**src/rtl/fsm_step_pkg.sv**
```systemverilog
// rtl/fsm_step_pkg.sv - shared state encoding for the step controller
package fsm_step_pkg;

    localparam int STATE_W = 2;

    typedef enum logic [STATE_W-1:0] {
        IDLE  = 2'd0,
        RUN   = 2'd1,
        BURST = 2'd2,
        DONE  = 2'd3
    } step_state_t;

endpackage

```
**src/rtl/step_prescaler.sv**
```systemverilog
// rtl/step_prescaler.sv - divide-by-DIV tick generator, held at 0 while not running
module step_prescaler #(
    parameter int DIV = 4
) (
    input  logic clk,
    input  logic reset,
    input  logic clear,
    input  logic run,
    output logic tick
);

    localparam int CW = (DIV > 2) ? $clog2(DIV) : 1;
    localparam logic [CW-1:0] LAST = CW'(DIV - 1);

    logic [CW-1:0] cnt;

    always_ff @(posedge clk) begin
        if (reset || clear || !run) begin
            cnt <= '0;
        end else if (cnt == LAST) begin
            cnt <= '0;
        end else begin
            cnt <= cnt + CW'(1);
        end
    end

    assign tick = run && (cnt == LAST);

endmodule

```
**src/rtl/fsm_step_controller.sv**
```systemverilog
// rtl/fsm_step_controller.sv - run/burst enable-pulse sequencer; STEP_CTRL_MANUAL_STEP_EN adds manual step in IDLE
module fsm_step_controller
    import fsm_step_pkg::*;
#(
    parameter int DIV = 4,
    parameter int BW  = 4
) (
    input  logic               clk,
    input  logic               reset,
    input  logic               start,
    input  logic               stop,
    input  logic               step,
    input  logic [BW-1:0]      burst_len,
    output logic               en,
    output logic               busy,
    output logic               done,
    output logic [STATE_W-1:0] state
);

    step_state_t   state_q, state_d;
    logic [BW-1:0] remaining_q, remaining_d;
    logic          tick;
    logic          en_auto;
    logic          en_manual;

    assign busy    = (state_q == RUN) || (state_q == BURST);
    assign done    = (state_q == DONE);
    assign state   = state_q;
    assign en_auto = busy && tick && !stop;

    step_prescaler #(
        .DIV(DIV)
    ) u_prescaler (
        .clk  (clk),
        .reset(reset),
        .clear(stop),
        .run  (busy),
        .tick (tick)
    );

`ifdef STEP_CTRL_MANUAL_STEP_EN
    assign en_manual = (state_q == IDLE) && step && !stop && !start;
`else
    logic unused_step;
    assign unused_step = step;
    assign en_manual   = 1'b0;
`endif

    assign en = en_auto || en_manual;

    always_ff @(posedge clk) begin
        if (reset) begin
            state_q     <= IDLE;
            remaining_q <= '0;
        end else begin
            state_q     <= state_d;
            remaining_q <= remaining_d;
        end
    end

    always_comb begin
        state_d     = state_q;
        remaining_d = remaining_q;
        case (state_q)
            IDLE: begin
                if (!stop && start) begin
                    if (burst_len == '0) begin
                        state_d = RUN;
                    end else begin
                        state_d     = BURST;
                        remaining_d = burst_len;
                    end
                end
            end
            RUN: begin
                if (stop) begin
                    state_d = IDLE;
                end
            end
            BURST: begin
                if (stop) begin
                    state_d     = IDLE;
                    remaining_d = '0;
                end else if (en_auto) begin
                    // the final step leaves BURST, so the counter never passes below zero
                    if (remaining_q <= BW'(1)) begin
                        state_d     = DONE;
                        remaining_d = '0;
                    end else begin
                        remaining_d = remaining_q - BW'(1);
                    end
                end
            end
            DONE: begin
                state_d = IDLE;
            end
            default: begin
                state_d     = IDLE;
                remaining_d = '0;
            end
        endcase
    end

endmodule

```
**config.mk**
```make
export PLATFORM = sky130hd
export DESIGN_NAME = fsm_step_controller
export DESIGN_NICKNAME = d
export VERILOG_FILES = /design/src/rtl/fsm_step_pkg.sv /design/src/rtl/step_prescaler.sv /design/src/rtl/fsm_step_controller.sv
export SDC_FILE = /design/constraint.sdc
export NUM_CORES = 1
export LEC_CHECK = 0
export CORE_AREA = 4 4 41 43
export CTS_BUF_LIST = sky130_fd_sc_hd__clkbuf_4
export CTS_CLUSTER_DIAMETER = 50
export DETAILED_ROUTE_END_ITERATION = 6
export DIE_AREA = 0 0 45 47
export DONT_BUFFER_PORTS = 1
export GPL_TIMING_DRIVEN = 0
export PLACE_DENSITY = 0.63
export SLEW_MARGIN = 20
export SYNTH_ARGS = -nofsm -noshare
export SYNTH_HDL_FRONTEND = slang
export SYNTH_SLANG_ARGS = --single-unit
export TNS_END_PERCENT = 5
```
**constraint.sdc**
```tcl
create_clock -name clk -period 5.1 [get_ports clk]
set_input_delay 1.53 -clock clk [delete_from_list [all_inputs] [get_ports clk]]
set_output_delay 1.53 -clock clk [all_outputs]
set_load 0.05 [all_outputs]
```
* Yosys cells after proc, flatten, opt, wreduce, memory -nomap -nowiden
Index checks and enable logic that the tools add are counted.
** Word-level totals
- Register bits :: 8
- Bits of input ports :: 9
- Output and inout port bits :: 5
- Word-level logic and storage cells :: 43
** Cells by class
- Add/sub/neg operators :: 2
- Magnitude comparators :: 1
- Equal/unequal tests :: 9
- Muxes and demuxes :: 13
- Reduce and logical (&&, ||, !) cells :: 15
** Operators by type and width (number)
- 4-bit two-way mux :: 5
- 2-bit two-way mux :: 6
- 2-bit one-hot mux with 4 select lines :: 1
- 4-bit one-hot mux with 2 select lines :: 1
- 4-bit AND reduction :: 2
- 2-bit equality test (second input constant) :: 3
- 2-bit != test (second input constant) :: 3
- 4-bit by 1-bit <= comparator with 1-bit output (second input constant) :: 1
- 1-bit logical AND :: 4
- 4-bit logical NOT :: 1
- 4-bit by 1-bit subtractor with 4-bit output (second input constant) :: 1
- 1-bit logical OR :: 3
- 3-bit by 2-bit != test with 1-bit output (second input constant) :: 1
- 3-bit != test (second input constant) :: 1
- 2-bit by 1-bit adder with 2-bit output (second input constant) :: 1
- 2-bit by 1-bit equality test with 1-bit output (second input constant) :: 1
- 1-bit logical NOT :: 2
- 2-bit logical NOT :: 1
- 2-bit nonzero test :: 1
- 2-bit OR reduction :: 1

* Longest topological paths before layout
Gate-level depths: netlist (run 1).
- Word-level depth :: 8
- Depth in mapped cells :: 6
- Depth with buffers taken out :: 6

* Cells and area by module
A second synthesis (run 1) with hierarchy kept.
** Second synthesis, totals
- Cells, all modules :: 68
- Area, all modules :: 604.3 um^2
** Modules (own cells, without submodules)
- fsm_step_controller :: instances 1, cells an instance 61, area each 519.2 um^2, seq. area each 120.1 um^2
- step_prescaler :: instances 1, cells an instance 7, area each 85.1 um^2, seq. area each 40.0 um^2

* Worst setup path before layout (run 1)
Ideal clock, no wire load.
- Path type :: input -> output
- From :: in stop
- To :: out en
- Data arrival time :: 2353 ps
- Data required time :: 3570 ps
- Slack :: 1217 ps
- Cell stages on the path :: 2
- Buffers on the path :: 0
- Cells stage by stage :: nand2b_1 -> nor2_1
** On the way
- Cells in the longest elaborated chain, start to end :: 2
** Ends and longest elaborated chain
- start: declaration :: line fsm_step_controller.sv:11 : input logic stop,
- 1-bit logical NOT :: line fsm_step_controller.sv:29 : assign en_auto = busy && tick && !stop;
- 1-bit logical AND :: line fsm_step_controller.sv:29
- end: declaration :: line fsm_step_controller.sv:14 : output logic en,
Every way passes these cells.

* Worst setup path in the final report (run 1)
- From :: reg state_q[0] (netlist: state[0])
- To :: out en
** On the way
- Cells in the longest elaborated chain, start to end :: 5
- Elaborated cells between the ends (all ways) :: 6
- Those cells by class :: eq/ne (2); reduce/logical (4)
** Ends and longest elaborated chain
- start: declaration :: line fsm_step_controller.sv:20 : step_state_t state_q, state_d;
- start signal: assignment :: line fsm_step_controller.sv:56 : state_q <= state_d;
- 2-bit by 1-bit equality test with 1-bit output / 2-bit equality test (equally long branches) :: line fsm_step_controller.sv:26 : assign busy = (state_q == RUN) || (state_q == BURST);
- 1-bit logical OR * :: line fsm_step_controller.sv:26
- via busy :: line fsm_step_controller.sv:15 : output logic busy,
- 1-bit logical AND :: line step_prescaler.sv:27 : assign tick = run && (cnt == LAST);
- 1-bit logical AND * (2 in series) :: line fsm_step_controller.sv:29
Mark *: on every way through the listed nets, which the timed path passes. The rest lies on a longest branch.

==> results.sh, run 1 <==
export IMPL_synthCells=70
export IMPL_holdBufCountCts=0
export IMPL_arrival_ns=2.63
export IMPL_synth_seq_cells=8
export IMPL_grt_pass1_vias=441
export IMPL_rsz0062_at_grt="no"
export IMPL_period_share_pct=81.5
export IMPL_startpoint_type="register"
export IMPL_cp_end_kind="output port"
export IMPL_slew_violations=0
export IMPL_worstHoldPathCells=1
export IMPL_stdcell_count=88
export IMPL_cts_resized=0
export IMPL_worstSetupPathType="reg -> out"
export IMPL_crit_family="simple AND/OR/NAND/NOR gates"
export IMPL_p_total_w=0.000292
export IMPL_final_core_util_pct=49.1
export IMPL_ys_async_sr_fraction_pct=0
export IMPL_r2r_end="state[1]$_SDFFE_PP0P_"
export IMPL_wl_per_cell_um=12.6
export IMPL_max_vdd_ir_drop_mv=0.250
export IMPL_nets=92
export IMPL_maxCapViolations=0
export IMPL_drive_gt1_share_pct=12.3
export IMPL_diodes=0
export IMPL_htreeDepth=1
export IMPL_port_buffers=0
export IMPL_drt_iter0_markers=9
export IMPL_cp_slowest_stage_delay_ns=0.70
export IMPL_worst_slack_ns=0.942
export IMPL_fin_skew_ns=0.00364
export IMPL_synth_fp_nets=87
export IMPL_vias=488
export IMPL_hpwl_um=873
export IMPL_yosysUniqueCellTypes=27
export IMPL_postRouteAntennaNets=0
export IMPL_min_from="u_prescaler.cnt[0]$_SDFF_PP0_"
export IMPL_cts_made_buffers=3
export IMPL_ys_warn_count=0
export IMPL_initial_utilization_pct=46.0
export IMPL_final_hold_viol_count=0
export IMPL_io_pins=14
export IMPL_timing_final_crit_period_ns=4.16
export IMPL_die_w_um=45
export IMPL_syn_area_per_cell_um2=8.54
export IMPL_fmax_ghz=0.241
export IMPL_grt_overflow_total=0
export IMPL_max_slew_margin_pct=41.5
export IMPL_area_delta_synth_final_pct=6.90
export IMPL_min_to="u_prescaler.cnt[0]$_SDFF_PP0_"
export IMPL_drc=0
export IMPL_grt_start_max_net_pins=11
export IMPL_grt_pass1_wl_mm=1.90
export IMPL_clockBufferDepth=2
export IMPL_coreArea_um2=1300
export IMPL_vias_per_cell=5.55
export IMPL_dpl_cell_count=85
export IMPL_outcome="finished, final reports clean"
export IMPL_setup_violations=0
export IMPL_synth_edf_count=0
export IMPL_synth_top_flop_cell="dfxtp_1"
export IMPL_reg2regPathDepth=6
export IMPL_power_density_nw_per_um2=457
export IMPL_mostFrequentLayoutCells="ha_1, dfxtp_1, inv_1, a21oi_1, nor2b_1"
export IMPL_syn_cell_area_um2=598
export IMPL_clk_pin_slew_ns=0.05
export IMPL_post_cts_buffers=0
export IMPL_die_area_um2=2120
export IMPL_grt_usage_pct=12.4
export IMPL_antenna_found_initial=0
export IMPL_place_ws_ns=1.18
export IMPL_ys_seq_area_share_pct=26.8
export IMPL_path_cells="inv_1 -> ha_1 -> nand2b_1 -> nor2_1"
export IMPL_fp_dieH_um=47
export IMPL_place_gp_congestion=0.790
export IMPL_required_ns=3.57
export IMPL_r2r_slack_ns=2.47
export IMPL_path_buf_inv=1
export IMPL_rows=13
export IMPL_worstSkewPairLatency_ns=0.25
export IMPL_firstDrtPassIters=3
export IMPL_p_leak_nw=0.244
export IMPL_worstMarginPinSlew_ns=0.875
export IMPL_wl_mm=1.11
export IMPL_critPathMaxFanout=4
export IMPL_cts_tree="yes"
export IMPL_numClockSinks=8
export IMPL_cp_slowest_cell="nor2_1"
export IMPL_hp_class="reg -> reg"
export IMPL_finalSetupTns_ns=0
export IMPL_cts_root_buf="clkbuf_4"
export IMPL_regToRegStartpoint="state[0]$_SDFFE_PP0P_"
-- per-stage QoR --
step | cell area, um2 | hold WS, ns
after global placement | 617 | 0.421
after global routing | 639 | 0.466
after detailed placement | 617 | 0.424
after CTS | 639 | 0.430
after floorplan | 598 | 0.407
final | 639 | 0.430
-- logic make-up (layout without fill, tap and decap cells) --
kind of cell | Yosys count | in the layout | synth area share, %
simple gates | 27 | 27 | 28.0
compound gates | 16 | 16 | 17.6
fa+ha+maj | 8 | 8 | 16.7
flops | 8 | 8 | 26.8
buf+inv | 8 | 11 | 5.02
mux | 2 | 2 | 4.39
xor+xnor | 1 | 1 | 1.46
-- where the power goes --
group / total [W] / internal, W / switching, W
Sequential: 0.000103 / 0.0000763 / 0.0000271
Combinational: 0.000143 / 0.0000583 / 0.0000845
Clock: 0.0000461 / 0.0000268 / 0.0000193
-- state kept, by name, summed over array words and instances, names as in the netlist --
register         cells
remaining_q          4
u_prescaler.cnt      2
state                2
-- per-layer routing --
metal  track usage, %  routed length (um)  vias up  part of all wire [%]
met4             7.02                  15        0                   1.3
met5                0                   0        -                     0
met3             2.68                  73        2                   6.6
li1                 -                   -      262                     -
met2             17.8                 438       12                    39
met1             16.9                 586      212                    53
-- how the worst max path moves through the flow --
stage / from / end / slack (ns) / cells past startpoint
3_3_place_gp: stop / en / 1.18 / 2
6_report: state[0]$_SDFFE_PP0P_ / en / 0.94 / 4
2_1_floorplan: stop / en / 1.22 / 2
5_1_grt: state[0]$_SDFFE_PP0P_ / en / 0.80 / 4
4_1_cts: state[0]$_SDFFE_PP0P_ / en / 0.91 / 4
3_5_place_dp: state[0]$_SDFFE_PP0P_ / en / 1.18 / 4
-- Yosys cell counts, types with 2 or more instances --
master / n / area share [%]
a2111oi_0: 3 / 4.4
a21oi_1: 7 / 5.9
ha_1: 8 / 17
nor2_1: 4 / 2.5
nor3_1: 4 / 3.3
nand2b_1: 3 / 3.1
o31ai_1: 2 / 2.5
or2_2: 2 / 2.1
nor2b_1: 5 / 5.2
dfxtp_1: 8 / 27
inv_1: 7 / 4.4
or4_1: 2 / 2.5
-- area by class of cell --
cell class	count	area, um2
plain buffers	1	3.75
clock buffers	3	22.5
fillers	126	662
inverters	7	26.3
multi-input cells	54	408
flip-flops and latches	8	160
well taps	15	18.8
Power figures use the tool's default switching activity.
==> inputs of run 2 (changes only) <==
--- a/config.mk
+++ b/config.mk
@@ -12,7 +12,7 @@
 export DIE_AREA = 0 0 45 47
 export DONT_BUFFER_PORTS = 1
 export GPL_TIMING_DRIVEN = 0
-export PLACE_DENSITY = 0.63
+export PLACE_DENSITY = 0.65
 export SLEW_MARGIN = 20
 export SYNTH_ARGS = -nofsm -noshare
 export SYNTH_HDL_FRONTEND = slang
==> constraint.sdc (replaced) <==
create_clock -name clk -period 3.7 [get_ports clk]
set_input_delay 1.11 -clock clk [delete_from_list [all_inputs] [get_ports clk]]
set_output_delay 1.11 -clock clk [all_outputs]
set_load 0.05 [all_outputs]
==> results.sh, run 2 (synthesis gave the netlist of run 1 again) <==
export IMPL_outcome="finished, final reports clean"
export IMPL_cts_tree="yes"
export IMPL_max_slew_margin_pct=61.2
export IMPL_regToRegStartpoint="state[0]$_SDFFE_PP0P_"
export IMPL_antenna_found_initial=0
export IMPL_worstSkewPairLatency_ns=0.25
export IMPL_arrival_ns=2.45
export IMPL_cts_made_buffers=3
export IMPL_fin_skew_ns=0.000227
export IMPL_max_flop_register="remaining_q"
export IMPL_worst_slack_ns=0.135
export IMPL_cts_root_buf="clkbuf_4"
export IMPL_final_hold_viol_count=0
export IMPL_grt_start_max_net_pins=11
export IMPL_die_area_um2=2120
export IMPL_port_buffers=0
export IMPL_r2r_slack_ns=1.08
export IMPL_wl_per_cell_um=13.3
export IMPL_min_to="u_prescaler.cnt[0]$_SDFF_PP0_"
export IMPL_critPathMaxFanout=4
export IMPL_numClockSinks=8
export IMPL_post_cts_buffers=0
export IMPL_worstMarginPinSlew_ns=0.581
export IMPL_fmax_ghz=0.281
export IMPL_worstSetupStartpoint="state[0]$_SDFFE_PP0P_"
export IMPL_r2r_end="state[0]$_SDFFE_PP0P_"
export IMPL_coreArea_um2=1300
export IMPL_grt_pass1_vias=462
export IMPL_required_ns=2.59
export IMPL_grt_overflow_total=0
export IMPL_nets=92
export IMPL_p_total_w=0.000407
export IMPL_clockBufferDepth=2
export IMPL_place_ws_ns=0.165
export IMPL_rows=13
export IMPL_grt_usage_pct=12.7
export IMPL_timing_final_crit_period_ns=3.56
export IMPL_period_share_pct=96.3
export IMPL_p_leak_nw=0.244
export IMPL_cts_resized=1
export IMPL_mostFrequentLayoutCells="ha_1, dfxtp_1, inv_1, a21oi_1, nor2b_1"
export IMPL_worstSetupPathType="reg -> out"
export IMPL_worstHoldPathCells=1
export IMPL_io_pins=14
export IMPL_drt_iter0_markers=6
export IMPL_startpoint_type="register"
export IMPL_largest_reg_flops=4
export IMPL_power_density_nw_per_um2=635
export IMPL_maxCapViolations=0
export IMPL_drive_gt1_share_pct=13.7
export IMPL_slew_violations=0
export IMPL_drc=0
export IMPL_clk_pin_slew_ns=0.05
export IMPL_reg2regPathDepth=6
export IMPL_initial_utilization_pct=46.0
export IMPL_cp_end_kind="output port"
export IMPL_grt_pass1_wl_mm=1.90
export IMPL_diodes=0
export IMPL_postRouteAntennaNets=0
export IMPL_htreeDepth=1
export IMPL_hp_class="reg -> reg"
export IMPL_max_vdd_ir_drop_mv=0.336
export IMPL_hpwl_um=943
export IMPL_rsz0062_at_grt="no"
export IMPL_vias=494
export IMPL_setup_violations=0
export IMPL_area_delta_synth_final_pct=7.32
export IMPL_firstDrtPassIters=2
export IMPL_vias_per_cell=5.61
export IMPL_min_from="u_prescaler.cnt[0]$_SDFF_PP0_"
export IMPL_holdBufCountCts=0
export IMPL_finalSetupTns_ns=0
export IMPL_place_gp_congestion=0.851
export IMPL_fp_dieH_um=47
export IMPL_die_w_um=45
export IMPL_wl_mm=1.17
## run 2: routing by layer
metal	global-route usage (%)	routed length, um
met4	1.75	0
met2	20.6	570
met5	0	0
met3	8.05	80
met1	14.4	522
## run 2: where the power goes
part | switching, W | internal (W)
combinational | 0.000116 | 0.0000802
clock | 0.0000301 | 0.0000371
sequential | 0.0000385 | 0.000105
total | 0.000185 | 0.000222
## run 2: how the worst max path moves through the flow
stage,slack [ns],cells after the start,to
finish,0.14,4,en
floorplan,0.33,4,en
global route,0.01,4,en
detailed placement,0.17,4,en
CTS,0.11,4,en
global placement,0.19,4,en
## run 2: worst max-delay path, stage by stage, from the launching register on
cell and delay (ns):
dfxtp_1 0.69, inv_1 0.19, ha_1 0.66, nand2b_1 0.19, nor2_2 0.47
## run 2: area by class of cell
type,instances,area [um2]
clock buffer,3,22.5
sequential,8,160
multi-input combinational,54,410
fill,134,659
inverter,7,26.3
tap,15,18.8
buffer,1,3.75
## run 2: through the flow
stage               hold WS (ns)  util [%]  cell area, um2  std cells
finish                     0.432      49.3             642         88
global placement           0.422      47.4             617         85
global route               0.451      49.3             642         88
detailed placement         0.419      47.4             617         85
floorplan                  0.407         -             598         70
CTS                        0.433      49.3             642         88
